<file path="src/rtl/cca_pkg.sv">
// Shared constants for the clear-channel assessment block: busy_reason bit map and
// the counter-width helper used to size cycle and microsecond counters.
package cca_pkg;

    localparam int unsigned BR_PHYS  = 0;
    localparam int unsigned BR_NAV   = 1;
    localparam int unsigned BR_TX    = 2;
    localparam int unsigned BR_WAD   = 3;
    localparam int unsigned BR_WIDTH = 4;

    // Bits needed to hold values 0..max_val, never less than one.
    function automatic int unsigned cnt_width(input int unsigned max_val);
        return (max_val < 2) ? 1 : $clog2(max_val + 1);
    endfunction

endpackage

</file>
<file path="src/rtl/cca_us_timer.sv">
// Microsecond down-counter: a cycle prescaler ticks the count down to zero; a load only
// ever lengthens the remaining time, and clear wins over everything.
module cca_us_timer
    import cca_pkg::*;
#(
    parameter int unsigned CYCLES_PER_US = 100,
    parameter int unsigned WIDTH         = 16
) (
    input  logic             clk,
    input  logic             rstn,
    input  logic             load_i,
    input  logic [WIDTH-1:0] load_val_i,
    input  logic             clear_i,
    output logic [WIDTH-1:0] remaining_o,
    output logic             active_o
);

    localparam int unsigned    PW       = cnt_width(CYCLES_PER_US - 1);
    localparam logic [PW-1:0]  PRE_LAST = PW'(CYCLES_PER_US - 1);

    logic [PW-1:0]    pre_q, pre_d;
    logic [WIDTH-1:0] rem_q, rem_d;

    always_comb begin
        pre_d = pre_q;
        rem_d = rem_q;
        if (clear_i) begin
            pre_d = '0;
            rem_d = '0;
        end else if (load_i && (load_val_i > rem_q)) begin
            pre_d = '0;
            rem_d = load_val_i;
        end else if (rem_q != '0) begin
            if (pre_q == PRE_LAST) begin
                pre_d = '0;
                rem_d = rem_q - 1'b1;
            end else begin
                pre_d = pre_q + 1'b1;
            end
        end else begin
            pre_d = '0;
        end
    end

    always_ff @(posedge clk) begin
        if (!rstn) begin
            pre_q <= '0;
            rem_q <= '0;
        end else begin
            pre_q <= pre_d;
            rem_q <= rem_d;
        end
    end

    assign remaining_o = rem_q;
    assign active_o    = (rem_q != '0);

endmodule

</file>
<file path="src/rtl/cca_nav.sv">
// Clear-channel assessment: masked multi-antenna energy detect with busy hysteresis,
// a wait-after-decode idle override, NAV virtual carrier sense and own-tx gating.
module cca_nav
    import cca_pkg::*;
#(
    parameter int unsigned RSSI_HALF_DB_WIDTH = 11,
    parameter int unsigned NUM_ANT            = 2,
    parameter int unsigned CYCLES_PER_US      = 100,
    parameter int unsigned NAV_WIDTH          = 16
) (
    input  logic                                  clk,
    input  logic                                  rstn,
    input  logic [NUM_ANT*RSSI_HALF_DB_WIDTH-1:0] rssi_half_db_i,
    input  logic [RSSI_HALF_DB_WIDTH-1:0]         rssi_half_db_th_i,
    input  logic [NUM_ANT-1:0]                    ant_mask_i,
    input  logic [7:0]                            busy_hold_top_i,
    input  logic                                  demod_is_ongoing_i,
    input  logic                                  tx_rf_is_ongoing_i,
    input  logic                                  cts_toself_rf_is_ongoing_i,
    input  logic                                  ack_cts_is_ongoing_i,
    input  logic                                  fcs_in_strobe_i,
    input  logic [7:0]                            wait_after_decode_top_i,
    input  logic                                  nav_update_strobe_i,
    input  logic [NAV_WIDTH-1:0]                  nav_duration_i,
    input  logic                                  nav_reset_strobe_i,
    output logic                                  ch_idle_o,
    output logic                                  ch_idle_rssi_o,
    output logic                                  nav_active_o,
    output logic [NAV_WIDTH-1:0]                  nav_remaining_us_o,
    output logic [BR_WIDTH-1:0]                   busy_reason_o
);

    localparam int unsigned TW = cnt_width(255 * CYCLES_PER_US);

    logic          ed_busy_q, ed_busy_d;
    logic [TW-1:0] hold_top_q, hold_top_d;
    logic [TW-1:0] hold_cnt_q, hold_cnt_d;
    logic [TW-1:0] wad_top_q, wad_top_d;
    logic [TW-1:0] wad_cnt_q, wad_cnt_d;
    logic          wad_on_q, wad_on_d;
    logic          phys_raw, phys_busy, tx_any;

    assign hold_top_d = TW'(32'(busy_hold_top_i) * CYCLES_PER_US);
    assign wad_top_d  = TW'(32'(wait_after_decode_top_i) * CYCLES_PER_US);

    always_comb begin
        ed_busy_d = 1'b0;
        for (int k = 0; k < int'(NUM_ANT); k++) begin
            if (ant_mask_i[k] &&
                (rssi_half_db_i[k*RSSI_HALF_DB_WIDTH +: RSSI_HALF_DB_WIDTH] > rssi_half_db_th_i)) begin
                ed_busy_d = 1'b1;
            end
        end
    end

    assign phys_raw  = ed_busy_q | demod_is_ongoing_i;
    assign phys_busy = phys_raw | (hold_cnt_q != '0);
    assign tx_any    = tx_rf_is_ongoing_i | cts_toself_rf_is_ongoing_i | ack_cts_is_ongoing_i;

    // Hysteresis is suppressed while the post-decode override is running.
    always_comb begin
        hold_cnt_d = hold_cnt_q;
        if (wad_on_q) begin
            hold_cnt_d = '0;
        end else if (phys_raw) begin
            hold_cnt_d = hold_top_q;
        end else if (hold_cnt_q != '0) begin
            hold_cnt_d = hold_cnt_q - 1'b1;
        end
    end

    always_comb begin
        wad_on_d  = wad_on_q;
        wad_cnt_d = wad_cnt_q;
        if (fcs_in_strobe_i && (wad_top_q != '0)) begin
            wad_on_d  = 1'b1;
            wad_cnt_d = '0;
        end else if (wad_on_q) begin
            if (wad_cnt_q >= wad_top_q) begin
                wad_on_d = 1'b0;
            end else begin
                wad_cnt_d = wad_cnt_q + 1'b1;
            end
        end
    end

    always_ff @(posedge clk) begin
        if (!rstn) begin
            ed_busy_q  <= 1'b0;
            hold_top_q <= '0;
            hold_cnt_q <= '0;
            wad_top_q  <= '0;
            wad_cnt_q  <= '0;
            wad_on_q   <= 1'b0;
        end else begin
            ed_busy_q  <= ed_busy_d;
            hold_top_q <= hold_top_d;
            hold_cnt_q <= hold_cnt_d;
            wad_top_q  <= wad_top_d;
            wad_cnt_q  <= wad_cnt_d;
            wad_on_q   <= wad_on_d;
        end
    end

    // Durations with the MSB set are not valid NAV values and are dropped.
    cca_us_timer #(
        .CYCLES_PER_US(CYCLES_PER_US),
        .WIDTH        (NAV_WIDTH)
    ) u_nav_timer (
        .clk        (clk),
        .rstn       (rstn),
        .load_i     (nav_update_strobe_i & ~nav_duration_i[NAV_WIDTH-1]),
        .load_val_i (nav_duration_i),
        .clear_i    (nav_reset_strobe_i),
        .remaining_o(nav_remaining_us_o),
        .active_o   (nav_active_o)
    );

    always_comb begin
        ch_idle_rssi_o         = wad_on_q | ~phys_busy;
        ch_idle_o              = ch_idle_rssi_o & ~nav_active_o & ~tx_any;
        busy_reason_o          = '0;
        busy_reason_o[BR_PHYS] = phys_busy;
        busy_reason_o[BR_NAV]  = nav_active_o;
        busy_reason_o[BR_TX]   = tx_any;
        busy_reason_o[BR_WAD]  = wad_on_q;
    end

endmodule
</file>
<file path="config.mk">
export PLATFORM = sky130hd
export DESIGN_NAME = cca_nav
export DESIGN_NICKNAME = d
export VERILOG_FILES = /design/src/rtl/cca_pkg.sv /design/src/rtl/cca_us_timer.sv /design/src/rtl/cca_nav.sv
export SDC_FILE = /design/constraint.sdc
export NUM_CORES = 1
export LEC_CHECK = 0
export BUFFER_PORTS_ARGS = -buffer_cell sky130_fd_sc_hd__buf_2
export CELL_PAD_IN_SITES_DETAIL_PLACEMENT = 1
export CELL_PAD_IN_SITES_GLOBAL_PLACEMENT = 1
export CORE_MARGIN = 2
export CORE_UTILIZATION = 43
export CTS_CLUSTER_DIAMETER = 100
export DETAILED_ROUTE_END_ITERATION = 7
export MAX_ROUTING_LAYER = met4
export PLACE_DENSITY_LB_ADDON = 0.1
export SLEW_MARGIN = 20
export SYNTH_ARGS = -nofsm -noshare
export SYNTH_HDL_FRONTEND = slang
export SYNTH_SLANG_ARGS = --single-unit
</file>
<file path="constraint.sdc">
create_clock -name clk -period 4 [get_ports clk]
set_clock_uncertainty 0.1 [all_clocks]
set_input_delay 0.8 -clock clk [delete_from_list [all_inputs] [get_ports clk]]
set_output_delay 0.8 -clock clk [all_outputs]
set_load 0.005 [all_outputs]
</file>
==> impl_metrics.json, run 1 <==
{
  "outcome": "finished clean",
  "synth-xor-area-share": 0.0662,
  "firstDrtPassIters": 4,
  "endpoint_kind": "flip-flop",
  "synthAdderAreaFrac": 0.250,
  "p_leak_uw": 0.00332,
  "required_ns": 4.13,
  "yosysTopAreaCell": "dfxtp_1",
  "row_count": 43,
  "start_util": 0.439,
  "nNetsFinal": 998,
  "detail-route-antenna-nets": 0,
  "synth_top_family_by_area": "adder cells",
  "hold_viol": 0,
  "pre_cts_ws_ns": 0.303,
  "drtIter0Drc": 172,
  "power_density_nw_per_um2": 381,
  "rsz0062_at_grt": "false",
  "coreArea_um2": 13900,
  "cts_setup_buffers": 0,
  "yosys.area_share.simple": 0.220,
  "cts_tree": "yes",
  "async_flop_share": 0,
  "die_h_um": 123,
  "ctsResizeCount": 0,
  "area_growth_pct": 16.8,
  "grt_max_degree": 25,
  "finalWeightedCongestion": 0.822,
  "vias_per_cell": 5.42,
  "grt_overflow_total": 0,
  "cp_cell_sequence": "buf_2, ha_1, ha_1, fa_1, ha_1, nor2b_1, o21ai_0, a21boi_0, o21ai_0, a21oi_1, mux2i_1",
  "crit_path_max_fanout": 3,
  "cts_sinks": 81,
  "clockRootBuffer": "clkbuf_16",
  "drc": 0,
  "fmax_ghz": 0.299,
  "antenna_cells": 0,
  "synth_area_leaders": "dfxtp_1 (27%), ha_1 (23%), inv_1 (4.7%)",
  "postLayoutCoreUtil": 0.512,
  "num_io_pins": 99,
  "ir_drop_v": 0.000206,
  "synth_sequential_area_ratio": 0.266,
  "synth-edff-count": 0,
  "hpwl_mm": 12.5,
  "wl_per_cell_um": 15.7,
  "period_share": 0.837,
  "synth_compound_area_frac": 0.127,
  "setup_tns_ns": 0,
  "critPathLaunchType": "input pin",
  "crit_top_cell": "ha_1",
  "arrival_ns": 3.48,
  "worst-setup-path-type": "in -> reg",
  "tightest_slew_ns": 0.740,
  "slowest_delay_ns": 0.48,
  "cts.clk_slew.worst_paths_ns": 0.06,
  "syn_inst": 711,
  "die_area_um2": 15100,
  "hold_buffers": 0,
  "timing.final.crit_period_ns": 3.35,
  "syn_nets": 905,
  "grt_pass1_vias": 5611,
  "max_cap_violations": 0,
  "netlist_area_um2": 6090,
  "layout-drive-gt1-share": 0.164,
  "ys_seq_elements": 81,
  "clkLatencyLatePin_ns": 0.35,
  "antenna_found_initial": 0,
  "port_buffers": 98,
  "setup_viol": 0,
  "drt-total-wl_mm": 15.5,
  "synth_top_area_frac": 0.266,
  "numCtsBuffers": 9,
  "grt_pass1_wl_mm": 25.9,
  "h-tree-depth": 3,
  "ys_types": 62,
  "synth.avg_cell_area_um2": 8.56,
  "synth_warnings": 0,
  "worst_hold_slack_ns": 0.362,
  "slowest_stage": "fa_1",
  "worst_slew_margin_rel": 0.507,
  "worst_slack_ns": 0.654,
  "finalMaxSlewViolations": 0,
  "track_usage": 0.220,
  "hold_path_class": "reg -> reg",
  "die_x_um": 123,
  "num_vias": 5357,
  "synth_mux_area_frac": 0.00822,
  "clockBufferDepth": 2,
  "synthFlopType": "dfxtp_1"
}
==> layout make-up <==
| type | count | area (µm²) |
|---|---|---|
| fillers | 1704 | 6770 |
| multi-input cells | 533 | 4090 |
| flip-flops and latches | 81 | 1620 |
| repair buffers | 103 | 528 |
| inverters | 76 | 285 |
| clock buffers | 9 | 225 |
| well taps | 180 | 225 |
| clock inverters | 7 | 141 |
==> critical path, delay by kind of cell <==
| kind | cells | cell delay (ns) |
|---|---|---|
| compound gates | 4 | 0.82 |
| fa+ha+maj | 4 | 1.46 |
| buf+inv | 1 | 0.12 |
| mux | 1 | 0.14 |
| simple gates | 1 | 0.15 |
==> through the flow <==
step,area [µm²],total power [µW],cells
after floorplan,6090,1480,711
after global placement,6750,1670,973
after detailed placement,6750,1710,973
after CTS,7110,2740,989
after global routing,7110,2880,989
final,7110,2710,989
==> power by group <==
part	switching [µW]	internal (µW)	leakage, µW
Clock	349	674	0.000176
Combinational	426	333	0.00248
Sequential	49.0	880	0.000663
Total	824	1890	0.00332
==> layout by cell type, fill, tap and decap left out, types with 2 or more instances in the layout <==
cell type	instances
and2_1	15
nand3_1	15
a21oi_1	47
mux2i_1	5
nor3b_1	3
buf_2	98
nor3_1	46
xor2_1	22
dfxtp_1	81
xnor2_1	24
nand3b_1	4
a221oi_1	2
o311ai_0	4
o21ai_0	19
nand2b_1	9
nor2_1	48
nor4_1	9
a21boi_0	6
or3_1	4
clkbuf_16	9
a21o_1	13
bufinv_16	4
fa_1	6
nand2_1	31
inv_1	76
and3b_1	2
and3_1	7
nand4_1	20
or4_1	4
and4_1	3
or2_2	2
nor2b_1	10
a2111o_1	2
buf_4	5
o2111ai_1	3
nor4_2	2
a211oi_1	10
ha_1	112
==> synth_stat cells, drive strengths merged (5+ instances only) <==
cell / count
nand2b: 10
and2: 15
nor2: 50
xor2: 22
a21boi: 6
a21o: 13
nor3: 46
and3: 7
or3: 5
nand2: 32
xnor2: 24
mux2i: 5
nand4: 20
a211oi: 10
nor4: 11
inv: 76
ha: 112
clkbuf: 14
dfxtp: 81
a21oi: 47
o21ai: 19
nand3: 15
buf: 7
nor2b: 10
fa: 6
or4: 5
==> final timing paths <==
kind / from / cells past startpoint / to / slack [ns]
setup reg to reg: u_nav_timer.remaining_o[11] / 8 / u_nav_timer.remaining_o[1] / 1.05
setup / recovery: busy_hold_top_i[2] / 11 / hold_top_q[14] / 0.65
hold reg to reg: hold_top_q[6] / 2 / hold_cnt_q[6] / 0.36
hold / removal: hold_top_q[6] / 2 / hold_cnt_q[6] / 0.36
==> routing by layer <==
metal	GRT usage	up-vias	routed length, µm	share of wire
li1	-	2706	-	-
met1	0.267	2551	7170	0.46
met2	0.379	84	7670	0.49
met3	0.0272	16	472	0.030
met4	0.0739	0	233	0.015
met5	-	-	0	0
==> registers in the layout (all words and copies together) (netlist names) <==
name                     count
hold_top_q                  13
wad_on_q                     1
wad_cnt_q                   15
ed_busy_q                    1
hold_cnt_q                  15
u_nav_timer.remaining_o     16
wad_top_q                   13
u_nav_timer.pre_q            7
==> cells by family (layout without fill, tap and decap cells) <==
| logic type | count (synthesis) | after routing |
|---|---|---|
| simple gates | 244 | 244 |
| xor+xnor | 46 | 46 |
| flops | 81 | 81 |
| mux | 5 | 5 |
| compound gates | 120 | 120 |
| fa+ha+maj | 118 | 118 |
| buf+inv | 97 | 195 |
(Power assumes the default switching activity.)
==> run 2: changes to the inputs <==
- CORE_UTILIZATION: 43 -> 39
- clock period: 4 -> 2.99 ns (I/O delays scaled with it)
==> run 2 against run 1 <==
Compared with the run above:
- die area up 9.9%
- setup slack worse by 0.65 ns
- critical endpoint is now ch_idle_o
- cell count up 4.7%
- highest routed layer unchanged
- sequential cell count unchanged
- clock-buffer cell count unchanged
- core utilization down 1.7 points
- clock power up 20%
==> impl_metrics.json, run 2 (synthesis gave the netlist of run 1 again) <==
{
  "cp_cell_sequence": "or4_4, nor2_4, nand4b_4, or3_4, nand2b_4, nor3b_2, buf_2",
  "die_x_um": 129,
  "layout-drive-gt1-share": 0.230,
  "row_count": 45,
  "cp_top_family": "simple AND/OR/NAND/NOR gates",
  "numCtsBuffers": 9,
  "required_ns": 2.29,
  "start_util": 0.401,
  "endpoint_kind": "output port",
  "rr_startpoint": "u_nav_timer.remaining_o[11]",
  "max_cap_violations": 0,
  "drc": 0,
  "grt_pass1_wl_mm": 27.7,
  "arrival_ns": 2.29,
  "final_common_cell": "ha_1",
  "multi_input_area_um2": 4240,
  "wl_met1_mm": 7.47,
  "cts_tree": "yes",
  "critical_path.endpoint": "ch_idle_o",
  "die_h_um": 129,
  "crit_buf_inv": 1,
  "rrSetupSlack_ns": 0.39,
  "cp.depth": 7,
  "antenna_cells": 0,
  "setup_tns_ns": 0,
  "worst_slew_margin_rel": 0.621,
  "wl_met3_um": 451,
  "clockRootBuffer": "clkbuf_16",
  "drt-total-wl_mm": 16.5,
  "track_usage": 0.214,
  "hold_path_class": "reg -> reg",
  "critPathLaunchType": "flip-flop",
  "wl_per_cell_um": 15.9,
  "ir_drop_v": 0.000272,
  "outcome": "finished clean",
  "final_cell_mix": "ha_1 (104), buf_2 (98), dfxtp_1 (78)",
  "clkLatencyLatePin_ns": 0.35,
  "clockBufferDepth": 2,
  "area_growth_pct": 23.6,
  "grt_pass1_vias": 5883,
  "place_inst": 1010,
  "finalMaxSlewViolations": 0,
  "detail-route-antenna-nets": 0,
  "wl_met2_mm": 8.30,
  "period_share": 0.998,
  "die_area_um2": 16600,
  "route.top_layer_used": "met4",
  "num_vias": 5477,
  "startpoint": "hold_cnt_q[10]",
  "firstDrtPassIters": 4,
  "fmax_ghz": 0.335,
  "stdcell_count": 1035,
  "postLayoutCoreUtil": 0.495,
  "h-tree-depth": 3,
  "grt_overflow_total": 0,
  "tightest_slew_ns": 0.567,
  "final-seq-area_um2": 1630,
  "fillers": 1814,
  "slowest_stage": "or4_4",
  "r2r_cells": 9,
  "drtIter0Drc": 168,
  "totalPowerFinal_uw": 3680,
  "hold_viol": 0,
  "setup_viol": 0,
  "timing.final.crit_period_ns": 2.99,
  "port_buffers": 98,
  "vias_per_cell": 5.29,
  "nNetsFinal": 1036,
  "power_density_nw_per_um2": 489,
  "coreArea_um2": 15200,
  "worst-setup-path-type": "reg -> out",
  "regToRegEndpoint": "u_nav_timer.remaining_o[1]",
  "rsz0062_at_grt": "true",
  "grt_max_degree": 25,
  "p_leak_uw": 0.00349,
  "largest_reg_flops": 16,
  "crit_path_max_fanout": 3,
  "num_io_pins": 99,
  "slowest_delay_ns": 0.57,
  "hpwl_mm": 13.3,
  "cts_sinks": 81,
  "cts.clk_slew.worst_paths_ns": 0.06,
  "antenna_found_initial": 0,
  "finalWeightedCongestion": 0.839
}
-- run 2: changes by cell type in the layout (fill, tap and decap cells not counted), sizes merged --
cell	before	now
inv	77	78
buf	103	141
clkinvlp	1	2
bufinv	4	2
-- run 2: layout make-up --
type,instances,area share
Sequential cell,81,0.216
Clock inverter,7,0.0135
Timing Repair Buffer,141,0.108
Clock buffer,9,0.0299
Tap cell,188,0.0312
Multi-Input combinational cell,533,0.564
Inverter,76,0.0379
-- run 2: worst reg2reg max path: cells and delay by family (launching register included) --
kind,cells,cell delay (ns)
AO/OA/AOI/OAI,2,0.49
adder cells (fa/ha/maj),1,0.32
buffers and inverters,2,0.33
flip-flops,1,0.40
multiplexers,1,0.21
AND/OR/NAND/NOR,3,0.69
-- run 2: per-layer routing --
| metal | global-route usage | vias up |
|---|---|---|
| li1 | - | 2766 |
| met1 | 0.253 | 2601 |
| met2 | 0.379 | 90 |
| met3 | 0.0287 | 20 |
| met4 | 0.0607 | 0 |
| met5 | - | - |
-- run 2: report_power, final --
| group | switching [µW] | total (µW) | internal (µW) |
|---|---|---|---|
| logic | 632 | 1210 | 582 |
| clock network | 479 | 1220 | 739 |
| registers | 68.1 | 1250 | 1180 |
| total | 1180 | 3680 | 2500 |
-- run 2: worst min path at each step --
stage,from,to,cells after the start
floorplan,u_nav_timer.pre_q[0],u_nav_timer.pre_q[0],1
global placement,u_nav_timer.pre_q[0],u_nav_timer.pre_q[0],1
detailed placement,u_nav_timer.pre_q[0],u_nav_timer.pre_q[0],1
CTS,u_nav_timer.pre_q[0],u_nav_timer.pre_q[0],1
global route,hold_top_q[8],hold_cnt_q[8],2
finish,u_nav_timer.pre_q[0],u_nav_timer.pre_q[0],1
-- run 2: per-stage QoR --
step / hold WS [ns] / worst slack (ns) / area, µm²
after global placement: 0.336 / -0.224 / 7050
after CTS: 0.363 / 0.0107 / 7390
after detailed placement: 0.354 / -0.336 / 7050
after floorplan: 0.323 / 0.0305 / 6160
final: 0.357 / 0.00483 / 7530
after global routing: 0.388 / -0.0790 / 7530
-- run 2: timing repair --
item / CTS / global route
hold buffers: 0 / 0
endpoints found under the setup margin: 3 / 5
pin swaps: 1 / 8
buffers inserted: 1 / 8
gates resized for setup: 3 / 14
